## src/rtl/bnn_pkg.sv

```systemverilog
// Shared types and constants for the BNN run scheduler.
// Covers scheduler states, error codes and the image/digit limits.
package bnn_pkg;

  typedef enum logic [2:0] {
    ST_IDLE  = 3'd0,
    ST_ARM   = 3'd1,
    ST_RUN   = 3'd2,
    ST_DONE  = 3'd3,
    ST_ERROR = 3'd4,
    ST_CLEAR = 3'd5
  } sched_state_t;

  typedef enum logic [1:0] {
    ERR_NONE       = 2'd0,
    ERR_NOT_READY  = 2'd1,
    ERR_TIMEOUT    = 2'd2,
    ERR_BAD_RESULT = 2'd3
  } err_code_t;

  localparam logic [3:0] DIGIT_MAX = 4'd9;
  localparam int         IMG_BYTES = 113;

  function automatic logic is_busy(input sched_state_t s);
    return (s == ST_ARM) || (s == ST_RUN) || (s == ST_CLEAR);
  endfunction

endpackage

```

## src/rtl/bnn_run_scheduler_run_timer.sv

```systemverilog
// Per-attempt RUN timer: counts up while enabled, holds at the terminal
// count instead of wrapping, and flags expiry on the last allowed cycle.
module run_timer
  import bnn_pkg::*;
#(
  parameter int TIMEOUT_CYCLES = 4096
) (
  input  logic clk,
  input  logic rst_n,
  input  logic clear,
  input  logic enable,
  output logic expired
);

  localparam int            TW = (TIMEOUT_CYCLES > 1) ? $clog2(TIMEOUT_CYCLES) : 1;
  localparam logic [TW-1:0] TC = TW'(TIMEOUT_CYCLES - 1);

  logic [TW-1:0] count_q;

  always_ff @(posedge clk or negedge rst_n) begin
    if (!rst_n) begin
      count_q <= '0;
    end else if (clear) begin
      count_q <= '0;
    end else if (enable && (count_q != TC)) begin
      count_q <= count_q + 1'b1;
    end
  end

  assign expired = enable && (count_q == TC);

endmodule

```

## src/rtl/bnn_run_scheduler.sv

```systemverilog
// Sequences one BNN inference: arm, run with timeout/retry, deliver the digit
// or an error code, and clean up the BNN and image buffer afterwards.
//
// state | meaning
// IDLE  | waiting for start_req
// ARM   | one-cycle BNN clear, timer reset
// RUN   | BNN enabled, waiting for result or timeout
// DONE  | result_data valid until result_ack
// ERROR | err_code reported, waiting for abort/start_req
// CLEAR | one-cycle BNN and image buffer clear
module bnn_run_scheduler
  import bnn_pkg::*;
#(
  parameter int TIMEOUT_CYCLES = 4096,
  parameter int MAX_RETRIES    = 2
) (
  input  logic       clk,
  input  logic       rst_n,
  input  logic       start_req,
  input  logic       abort,
  input  logic       buffer_full,
  input  logic       bnn_result_ready,
  input  logic [3:0] bnn_result,
  input  logic       result_ack,
  output logic       bnn_enable,
  output logic       bnn_clear,
  output logic       buffer_clear_req,
  output logic       result_valid,
  output logic [3:0] result_data,
  output logic       busy,
  output logic [1:0] err_code,
  output logic [1:0] retry_cnt,
  output logic [2:0] state_out
);

  localparam logic [1:0] RETRY_LIMIT = 2'(MAX_RETRIES);

  sched_state_t state_q, state_d;
  err_code_t    err_q, err_d;
  logic [1:0]   retry_q, retry_d;
  logic [3:0]   data_q, data_d;
  logic         bnn_clear_d, buf_clr_d;
  logic         timer_clear, timer_enable, timer_expired;

  assign timer_clear  = (state_q != ST_RUN);
  assign timer_enable = (state_q == ST_RUN);

  run_timer #(
    .TIMEOUT_CYCLES(TIMEOUT_CYCLES)
  ) u_run_timer (
    .clk    (clk),
    .rst_n  (rst_n),
    .clear  (timer_clear),
    .enable (timer_enable),
    .expired(timer_expired)
  );

  always_comb begin
    state_d = state_q;
    err_d   = err_q;
    retry_d = retry_q;
    data_d  = data_q;
    // Abort wins over everything else, so no lower-priority side effects leak.
    if (abort && (state_q != ST_IDLE)) begin
      state_d = ST_CLEAR;
    end else begin
      case (state_q)
        ST_IDLE: begin
          if (start_req) begin
            if (buffer_full) begin
              state_d = ST_ARM;
              err_d   = ERR_NONE;
              retry_d = 2'd0;
            end else begin
              err_d = ERR_NOT_READY;
            end
          end
        end
        ST_ARM: state_d = ST_RUN;
        ST_RUN: begin
          if (bnn_result_ready) begin
            if (bnn_result <= DIGIT_MAX) begin
              state_d = ST_DONE;
              data_d  = bnn_result;
            end else begin
              state_d = ST_ERROR;
              err_d   = ERR_BAD_RESULT;
            end
          end else if (timer_expired) begin
            if (retry_q < RETRY_LIMIT) begin
              state_d = ST_ARM;
              retry_d = retry_q + 2'd1;
            end else begin
              state_d = ST_ERROR;
              err_d   = ERR_TIMEOUT;
            end
          end else if (!buffer_full) begin
            state_d = ST_ERROR;
            err_d   = ERR_NOT_READY;
          end
        end
        ST_DONE: begin
          if (result_ack) state_d = ST_IDLE;
        end
        ST_ERROR: begin
          if (start_req) state_d = ST_CLEAR;
        end
        ST_CLEAR: state_d = ST_IDLE;
        default:  state_d = ST_IDLE;
      endcase
    end

    bnn_clear_d = (state_d == ST_ARM) || (state_d == ST_CLEAR);
    // The consumed image is released both on cleanup and on a normal hand-off.
    buf_clr_d   = (state_d == ST_CLEAR) ||
                  ((state_q == ST_DONE) && (state_d == ST_IDLE));
  end

  always_ff @(posedge clk or negedge rst_n) begin
    if (!rst_n) begin
      state_q          <= ST_IDLE;
      err_q            <= ERR_NONE;
      retry_q          <= 2'd0;
      data_q           <= 4'd0;
      bnn_enable       <= 1'b0;
      bnn_clear        <= 1'b0;
      buffer_clear_req <= 1'b0;
      result_valid     <= 1'b0;
      busy             <= 1'b0;
    end else begin
      state_q          <= state_d;
      err_q            <= err_d;
      retry_q          <= retry_d;
      data_q           <= data_d;
      bnn_enable       <= (state_d == ST_RUN);
      bnn_clear        <= bnn_clear_d;
      buffer_clear_req <= buf_clr_d;
      result_valid     <= (state_d == ST_DONE);
      busy             <= is_busy(state_d);
    end
  end

  assign result_data = data_q;
  assign err_code    = err_q;
  assign retry_cnt   = retry_q;
  assign state_out   = state_q;

endmodule

```

## config.mk

```make
export PLATFORM = sky130hd
export DESIGN_NAME = bnn_run_scheduler
export DESIGN_NICKNAME = d
export VERILOG_FILES = /design/src/rtl/bnn_pkg.sv /design/src/rtl/bnn_run_scheduler_run_timer.sv /design/src/rtl/bnn_run_scheduler.sv
export SDC_FILE = /design/constraint.sdc
export NUM_CORES = 1
export LEC_CHECK = 0
export ABC_AREA = 1
export CORE_ASPECT_RATIO = 1.5
export CORE_MARGIN = 2
export CORE_UTILIZATION = 40
export DETAILED_ROUTE_END_ITERATION = 10
export PLACE_DENSITY = 0.68
export SYNTH_ARGS = -nofsm -noshare
export SYNTH_HDL_FRONTEND = slang
export SYNTH_SLANG_ARGS = --single-unit
export TNS_END_PERCENT = 50
```

## constraint.sdc

```tcl
create_clock -name clk -period 4.8 [get_ports clk]
set_clock_uncertainty 0.2 [all_clocks]
set_input_delay 0.96 -clock clk [delete_from_list [all_inputs] [get_ports clk]]
set_output_delay 0.96 -clock clk [all_outputs]
set_load 0.05 [all_outputs]
```

==> results of run 1 <==
## metrics by stage
step	hold WS (ns)	power, mW	util, %
after floorplan	0.272	0.553	-
after global placement	0.274	0.673	51.3
after detailed placement	0.278	0.676	51.3
after CTS	0.302	0.863	53.4
after global routing	0.315	0.901	53.4
final	0.290	0.852	53.4
## flip-flops by register name (all words and copies together), names as in the netlist
name and count:
u_run_timer.count_q 12, buffer_clear_req 1, result_data 4, busy 1
bnn_enable 1, retry_cnt 2, bnn_clear 1, result_valid 1
err_code 2, state_out 3
## layer usage
| layer | global-route usage, % | up-vias | routed length, um |
|---|---|---|---|
| li1 | - | 637 | - |
| met1 | 17.3 | 536 | 1200 |
| met2 | 29.1 | 25 | 1510 |
| met3 | 2.69 | 5 | 132 |
| met4 | 5.38 | 0 | 44 |
| met5 | 0 | - | 0 |
## worst paths after layout
| check | start | to | slack, ns | depth (start not counted) |
|---|---|---|---|---|
| max in group asynchronous | rst_n | state_out[1] | 3.27 | 2 |
| worst min-delay path | result_data[2] | result_data[2] | 0.29 | 2 |
| worst max register to register | u_run_timer.count_q[0] | u_run_timer.count_q[7] | 2.81 | 11 |
| worst min register to register | result_data[2] | result_data[2] | 0.29 | 2 |
| worst max-delay path | state_out[1] | state_out[1] | 1.98 | 1 |
| min in group asynchronous | rst_n | err_code[1] | 0.86 | 2 |
## worst register-to-register path, stage by stage (launching register included)
cell and delay [ns]:
sky130_fd_sc_hd__dfrtp_1 0.43, sky130_fd_sc_hd__ha_1 0.23, sky130_fd_sc_hd__nand2_1 0.10, sky130_fd_sc_hd__nor2_2 0.06, sky130_fd_sc_hd__nand2_1 0.10, sky130_fd_sc_hd__clkinv_2 0.09
sky130_fd_sc_hd__nand2_4 0.09, sky130_fd_sc_hd__nand3_1 0.09, sky130_fd_sc_hd__nor2_1 0.21, sky130_fd_sc_hd__nand2_1 0.10, sky130_fd_sc_hd__o21ai_0 0.15, sky130_fd_sc_hd__nor2_1 0.06
## power groups by stage
stage               combinational (mW)  clock [mW]  sequential, mW
finish                           0.356       0.186           0.311
global route                     0.383       0.201           0.318
CTS                              0.360       0.192           0.311
detailed placement               0.360           0           0.316
global placement                 0.358           0           0.315
floorplan                       0.0908           0           0.462
## logic make-up (layout without fill, tap and decap cells)
group	after synthesis	count (layout)	share of synthesized area [%]
adder cells (fa/ha/maj)	1	1	0.860
multiplexers	1	1	0.774
AO/OA/AOI/OAI	28	28	10.7
flip-flops	28	28	48.2
buffers and inverters	25	55	6.79
AND/OR/NAND/NOR	97	97	32.8
## cells in the final DEF, fill, tap and decap left out, types with 2 or more instances in the layout
master / netlist / final
sky130_fd_sc_hd__a21oi_1: 7 / 7
sky130_fd_sc_hd__a31oi_1: 2 / 2
sky130_fd_sc_hd__clkbuf_8: 0 / 3
sky130_fd_sc_hd__clkdlybuf4s50_1: 0 / 26
sky130_fd_sc_hd__dfrtp_1: 28 / 28
sky130_fd_sc_hd__inv_1: 19 / 19
sky130_fd_sc_hd__inv_2: 3 / 3
sky130_fd_sc_hd__nand2_1: 42 / 42
sky130_fd_sc_hd__nand2_2: 4 / 4
sky130_fd_sc_hd__nand2_4: 3 / 3
sky130_fd_sc_hd__nand3_1: 9 / 9
sky130_fd_sc_hd__nand3_2: 3 / 3
sky130_fd_sc_hd__nor2_1: 22 / 22
sky130_fd_sc_hd__nor2_2: 3 / 3
sky130_fd_sc_hd__nor2_4: 2 / 2
sky130_fd_sc_hd__nor3_1: 2 / 2
sky130_fd_sc_hd__o211ai_1: 3 / 3
sky130_fd_sc_hd__o21ai_0: 13 / 13
sky130_fd_sc_hd__or2_2: 2 / 2
## layout make-up
| cell class | count | area share [%] |
|---|---|---|
| Tap cell | 42 | 2.85 |
| Clock buffer | 3 | 2.24 |
| Multi-Input combinational cell | 127 | 35.6 |
| Clock inverter | 1 | 1.63 |
| Sequential cell | 28 | 38.0 |
| Inverter | 24 | 5.10 |
| Timing Repair Buffer | 27 | 14.5 |
==> insert_results.sql, run 1 <==
INSERT INTO impl_metrics (metric_group, metric, value, unit) VALUES
('outcome', 'status', 'finished clean', ''),
('timing', 'fin_tns_setup', '0', 'ns'),
('logic_synthesis', 'synth_area_per_cell', '8.08', 'sq um'),
('drt', 'drt_first_pass_iters', '4', ''),
('flow_run', 'maxCapViolCount', '0', ''),
('logic_synthesis', 'synth-async-reset-ratio', '100', '%'),
('power', 'vdd_drop_max', '0.000269', 'V'),
('logic_synthesis', 'yosys.area.top_type', 'sky130_fd_sc_hd__dfrtp_1', ''),
('place', 'place.detailed.instances', '248', ''),
('cells_and_area', 'design_area', '1840', 'sq um'),
('place', 'place.port_buffers', '26', ''),
('logic_synthesis', 'synth.top_cells.by_area', 'sky130_fd_sc_hd__dfrtp_1 48%, sky130_fd_sc_hd__nand2_1 11%, sky130_fd_sc_hd__nor2_1 5.7%', ''),
('cts', 'cts_num_sinks', '28', ''),
('cells_and_area', 'final-seq-area', '701', 'sq um'),
('timing', 'post-route-period-util', '58.8', '%'),
('cts', 'cts_tree', 'built', ''),
('timing', 'timing.final.ws_setup', '1.98', 'ns'),
('place', 'placed_cell_area', '1770', 'sq um'),
('power', 'power_switching_share', '40.6', '%'),
('setup_path', 'worstPathRequired', '3.64', 'ns'),
('setup_path', 'start_kind', 'flop', ''),
('global_route', 'antenna_violations_before_repair', '0', ''),
('setup_path', 'start_to_end_type_of_the_worst_setup_path', 'reg2out', ''),
('cts', 'cts.root.buffer_cell', 'sky130_fd_sc_hd__clkbuf_8', ''),
('global_route', 'groute.usage.overall', '15.8', '%'),
('floorplanning', 'core_region_area', '3450', 'sq um'),
('global_route', 'first_global_vias', '1217', ''),
('timing', 'timing_hold_violations_final', '0', ''),
('power', 'power_switching', '346', 'uW'),
('setup_path', 'timing.critical_path.buf_inv', '1', ''),
('logic_synthesis', 'syn-num-nets', '192', ''),
('place', 'place.detailed.hpwl', '2.21', 'mm'),
('setup_path', 'timing.critical_path.max_delay_family', 'buffers and inverters', ''),
('timing', 'timing.fmax', '354', 'MHz'),
('logic_synthesis', 'yosys.cell_count.top_type', 'sky130_fd_sc_hd__nand2_1', ''),
('drt', 'drt_iter0_drc', '12', ''),
('cells_and_area', 'nNetsFinal', '223', ''),
('logic_synthesis', 'synth_cell_type_count', '30', ''),
('power', 'power_per_cell_area', '463', 'nW/um^2'),
('setup_path', 'critical_path.cell_chain', 'clkdlybuf4s50_1', ''),
('drt', 'drc_errors', '0', ''),
('logic_synthesis', 'proportion_of_synthesized_chip_area_in_sequential_cells', '48.2', '%'),
('cts', 'post_cts.resized_instances', '0', ''),
('floorplanning', 'dieHeight', '77.9', 'um'),
('cells_and_area', 'n_antenna_cell', '0', ''),
('global_route', 'grt-ovfl-total', '0', ''),
('cells_and_area', 'drive_above_1_share', '13.3', '%'),
('place', 'gp_congestion', '0.766', ''),
('logic_synthesis', 'number_of_instances_in_the_synthesized_netlist', '180', ''),
('cells_and_area', 'area_delta_synth_final', '26.6', '%'),
('logic_synthesis', 'postSynthRegisterBits', '28', ''),
('logic_synthesis', 'yosysWarnings', '0', ''),
('cts', 'cts.path.max_buffers', '2', ''),
('min_path', 'holdCritPathClass', 'reg2reg', ''),
('setup_path', 'worst_path_largest_cell_delay', '0.86', 'ns'),
('setup_path', 'critPathArrivalTime', '1.66', 'ns'),
('cts', 'clock_buffers_created_by_tritoncts', '3', ''),
('cts', 'worst_skew_pair.late_latency', '0.27', 'ns'),
('logic_synthesis', 'synth_flop_cell', 'sky130_fd_sc_hd__dfrtp_1', ''),
('logic_synthesis', 'synth_edf_count', '0', ''),
('drt', 'detail_route.wl_per_cell', '11.5', 'um'),
('timing', 'timing.final.crit_period', '2.82', 'ns'),
('setup_path', 'critical_path.endpoint_type', 'output port', ''),
('drt', 'vias', '1203', ''),
('logic_synthesis', 'mappedNetlistArea', '1460', 'sq um'),
('cts', 'path_clk_slew', '0.10', 'ns'),
('floorplanning', 'num_io_pins', '27', ''),
('place', 'pre_cts_slack', '2.08', 'ns'),
('power', 'seqPwrFrac', '36.4', '%'),
('cells_and_area', 'multiInputGateArea', '656', 'sq um'),
('cells_and_area', 'fillers', '344', '');
Power figures use the tool's default switching activity.
==> inputs of run 2 (changes only) <==
--- a/config.mk
+++ b/config.mk
@@ -10,7 +10,7 @@
 export CORE_MARGIN = 2
 export CORE_UTILIZATION = 40
 export DETAILED_ROUTE_END_ITERATION = 10
-export PLACE_DENSITY = 0.68
+export PLACE_DENSITY = 0.7
 export SYNTH_ARGS = -nofsm -noshare
 export SYNTH_HDL_FRONTEND = slang
 export SYNTH_SLANG_ARGS = --single-unit
==> constraint.sdc (replaced) <==
create_clock -name clk -period 2.5 [get_ports clk]
set_clock_uncertainty 0.2 [all_clocks]
set_input_delay 0.5 -clock clk [delete_from_list [all_inputs] [get_ports clk]]
set_output_delay 0.5 -clock clk [all_outputs]
set_load 0.05 [all_outputs]
==> run 2 against run 1 <==
  * Power grew 93%
  * Final area unchanged
  * Core utilization did not move
  * Die area unchanged
  * Global-route usage about the same
  * Worst hold slack improved by 0.012 ns
  * Via count grew 3.4%
  * Wire length about the same
  * Sequential share of layout area stayed put
  * Non-clock buffer count unchanged
  * Flip-flop and latch count stayed put
  * Largest cell class unchanged
  * Highest routed layer unchanged
==> insert_results.sql, run 2 (synthesis results as in run 1) <==
INSERT INTO impl_metrics (metric_group, metric, value, unit) VALUES
('floorplanning', 'num_io_pins', '27', ''),
('timing', 'maxSlewHeadroom', '66.9', '%'),
('setup_path', 'worstPathRequired', '1.80', 'ns'),
('global_route', 'grt_pass1_wl', '5.06', 'mm'),
('setup_path', 'critical_path_cell_count', '1', ''),
('setup_path', 'worstReg2RegEnd', 'u_run_timer.count_q[7]', ''),
('drt', 'drt_iter0_drc', '35', ''),
('place', 'placed_cell_area', '1770', 'sq um'),
('floorplanning', 'fp.dieArea', '4150', 'sq um'),
('place', 'place.detailed.instances', '248', ''),
('drt', 'drc_errors', '0', ''),
('timing', 'fin_tns_setup', '0', 'ns'),
('global_route', 'groute.usage.overall', '15.9', '%'),
('outcome', 'status', 'finished clean', ''),
('floorplanning', 'die_x', '53.2', 'um'),
('setup_path', 'start_kind', 'flop', ''),
('drt', 'route.detailed.vias_per_inst', '4.94', ''),
('cts', 'cts_num_sinks', '28', ''),
('global_route', 'antenna_violations_before_repair', '0', ''),
('cts', 'cts.path.max_buffers', '2', ''),
('setup_path', 'critPathArrivalTime', '1.65', 'ns'),
('cells_and_area', 'layout_commonest_cell', 'sky130_fd_sc_hd__nand2_1', ''),
('cells_and_area', 'registers.top_by_ff_count', 'u_run_timer.count_q', ''),
('floorplanning', 'dieHeight', '77.9', 'um'),
('timing', 'final_max_slew_viol_count', '0', ''),
('setup_path', 'timing.critical_path.buf_inv', '1', ''),
('cts', 'path_clk_slew', '0.10', 'ns'),
('cells_and_area', 'drive_above_1_share', '13.3', '%'),
('drt', 'route.final.wire_length', '2.89', 'mm'),
('setup_path', 'register_to_register_setup_slack', '0.50', 'ns'),
('cells_and_area', 'most-common-layout-cells', '42 x sky130_fd_sc_hd__nand2_1, 28 x sky130_fd_sc_hd__dfrtp_1, 26 x sky130_fd_sc_hd__clkdlybuf4s50_1', ''),
('cells_and_area', 'layout.cells.non_filler', '252', ''),
('setup_path', 'start_to_end_type_of_the_worst_setup_path', 'reg2out', ''),
('floorplanning', 'initial_core_util', '42.2', '%'),
('cells_and_area', 'n_antenna_cell', '0', ''),
('cells_and_area', 'design_area', '1840', 'sq um'),
('timing', 'timing.final.crit_period', '2.35', 'ns'),
('timing', 'tightest_slew', '0.494', 'ns'),
('min_path', 'holdCritPathClass', 'reg2reg', ''),
('timing', 'timing.fmax', '426', 'MHz'),
('setup_path', 'critical_path.endpoint_type', 'output port', ''),
('cts', 'post_cts.resized_instances', '0', ''),
('timing', 'finalSetupViolations', '0', ''),
('power', 'vdd_drop_max', '0.000586', 'V'),
('setup_path', 'timing.critical_path.max_delay_family', 'buffers and inverters', ''),
('global_route', 'grt-ovfl-total', '0', ''),
('timing', 'rsz0062_at_grt', 'no', ''),
('min_path', 'whs_path_depth', '2', ''),
('cts', 'cts_tree', 'built', ''),
('place', 'place.detailed.hpwl', '2.24', 'mm'),
('cells_and_area', 'fillers', '356', ''),
('global_route', 'first_global_vias', '1210', ''),
('flow_run', 'maxCapViolCount', '0', ''),
('cts', 'h-tree-depth', '1', ''),
('cells_and_area', 'area_delta_synth_final', '26.6', '%'),
('cts', 'post_cts.repair.setup_buffers', '0', ''),
('timing', 'timing.final.ws_setup', '0.153', 'ns'),
('setup_path', 'worstPathMaxFanout', '7', ''),
('min_path', 'whs_endpoint', 'result_data[2]', ''),
('drt', 'detail_route.wl_per_cell', '11.5', 'um'),
('setup_path', 'rr_worst_depth', '11', ''),
('cells_and_area', 'nNetsFinal', '223', ''),
('global_route', 'grt_start_max_net_pins', '29', ''),
('cts', 'worst_skew_pair.late_latency', '0.28', 'ns'),
('drt', 'vias', '1244', ''),
('floorplanning', 'number_of_placement_rows', '26', ''),
('setup_path', 'critical_path.cell_chain', 'clkdlybuf4s50_1', ''),
('setup_path', 'timing.critical_path.slowest_stage_cell', 'sky130_fd_sc_hd__clkdlybuf4s50_1', ''),
('power', 'p_leak', '0.875', 'nW'),
('power', 'finalPower', '1.64', 'mW'),
('place', 'gp_congestion', '0.780', ''),
('setup_path', 'critical_path.reg2reg.startpoint', 'u_run_timer.count_q[0]', ''),
('cts', 'postCtsHoldBufs', '0', ''),
('min_path', 'worstHoldStart', 'result_data[2]', ''),
('drt', 'antenna_violating_nets_post_route', '0', ''),
('place', 'place.port_buffers', '26', ''),
('timing', 'timing_hold_violations_final', '0', ''),
('cells_and_area', 'largest_reg_flops', '12', ''),
('power', 'power_per_cell_area', '891', 'nW/um^2'),
('setup_path', 'worst_path_largest_cell_delay', '0.86', 'ns'),
('drt', 'drt_first_pass_iters', '5', ''),
('cts', 'clock_buffers_created_by_tritoncts', '3', ''),
('timing', 'post-route-period-util', '93.9', '%'),
('cts', 'cts.root.buffer_cell', 'sky130_fd_sc_hd__clkbuf_8', ''),
('floorplanning', 'core_region_area', '3450', 'sq um'),
('place', 'pre_cts_slack', '0.231', 'ns');
==> run 2: cell type report <==
cell class / instances / area (sq um) / area share (%)
timing repair buffer: 27 / 268 / 14.5
multi-input combinational: 127 / 656 / 35.6
inverter: 24 / 93.8 / 5.10
clock buffer: 3 / 41.3 / 2.24
tap: 42 / 52.6 / 2.85
clock inverter: 1 / 30.0 / 1.63
sequential: 28 / 701 / 38.0
==> run 2: layer usage <==
metal / vias up / global-route usage, % / wire (um)
met5: - / 0 / 0
met4: 0 / 5.38 / 42
met3: 5 / 1.92 / 123
met2: 36 / 28.4 / 1490
met1: 557 / 18.7 / 1230
li1: 646 / - / -
==> run 2: where the power goes <==
| part | internal, mW | leakage (nW) | total [mW] | switching (mW) |
|---|---|---|---|---|
| registers | 0.534 | 0.376 | 0.598 | 0.0642 |
| logic | 0.225 | 0.463 | 0.686 | 0.462 |
| clock network | 0.215 | 0.0357 | 0.357 | 0.142 |
| total | 0.973 | 0.875 | 1.64 | 0.668 |
==> run 2: how the worst max path moves through the flow <==
| stage | from | slack (ns) | endpoint |
|---|---|---|---|
| final | state_out[1] | 0.15 | state_out[1] |
| after global placement | bnn_result[2] | 0.25 | busy |
| after global routing | state_out[1] | 0.10 | state_out[1] |
| after detailed placement | bnn_result[2] | 0.23 | busy |
| after floorplan | state_out[0] | 0.54 | busy |
| after CTS | state_out[1] | 0.14 | state_out[1] |
==> run 2: stage by stage <==
stage	hold slack, ns	utilization [%]
after global routing	0.333	53.4
after global placement	0.275	51.3
final	0.302	53.4
after floorplan	0.00441	-
after detailed placement	0.285	51.3
after CTS	0.307	53.4
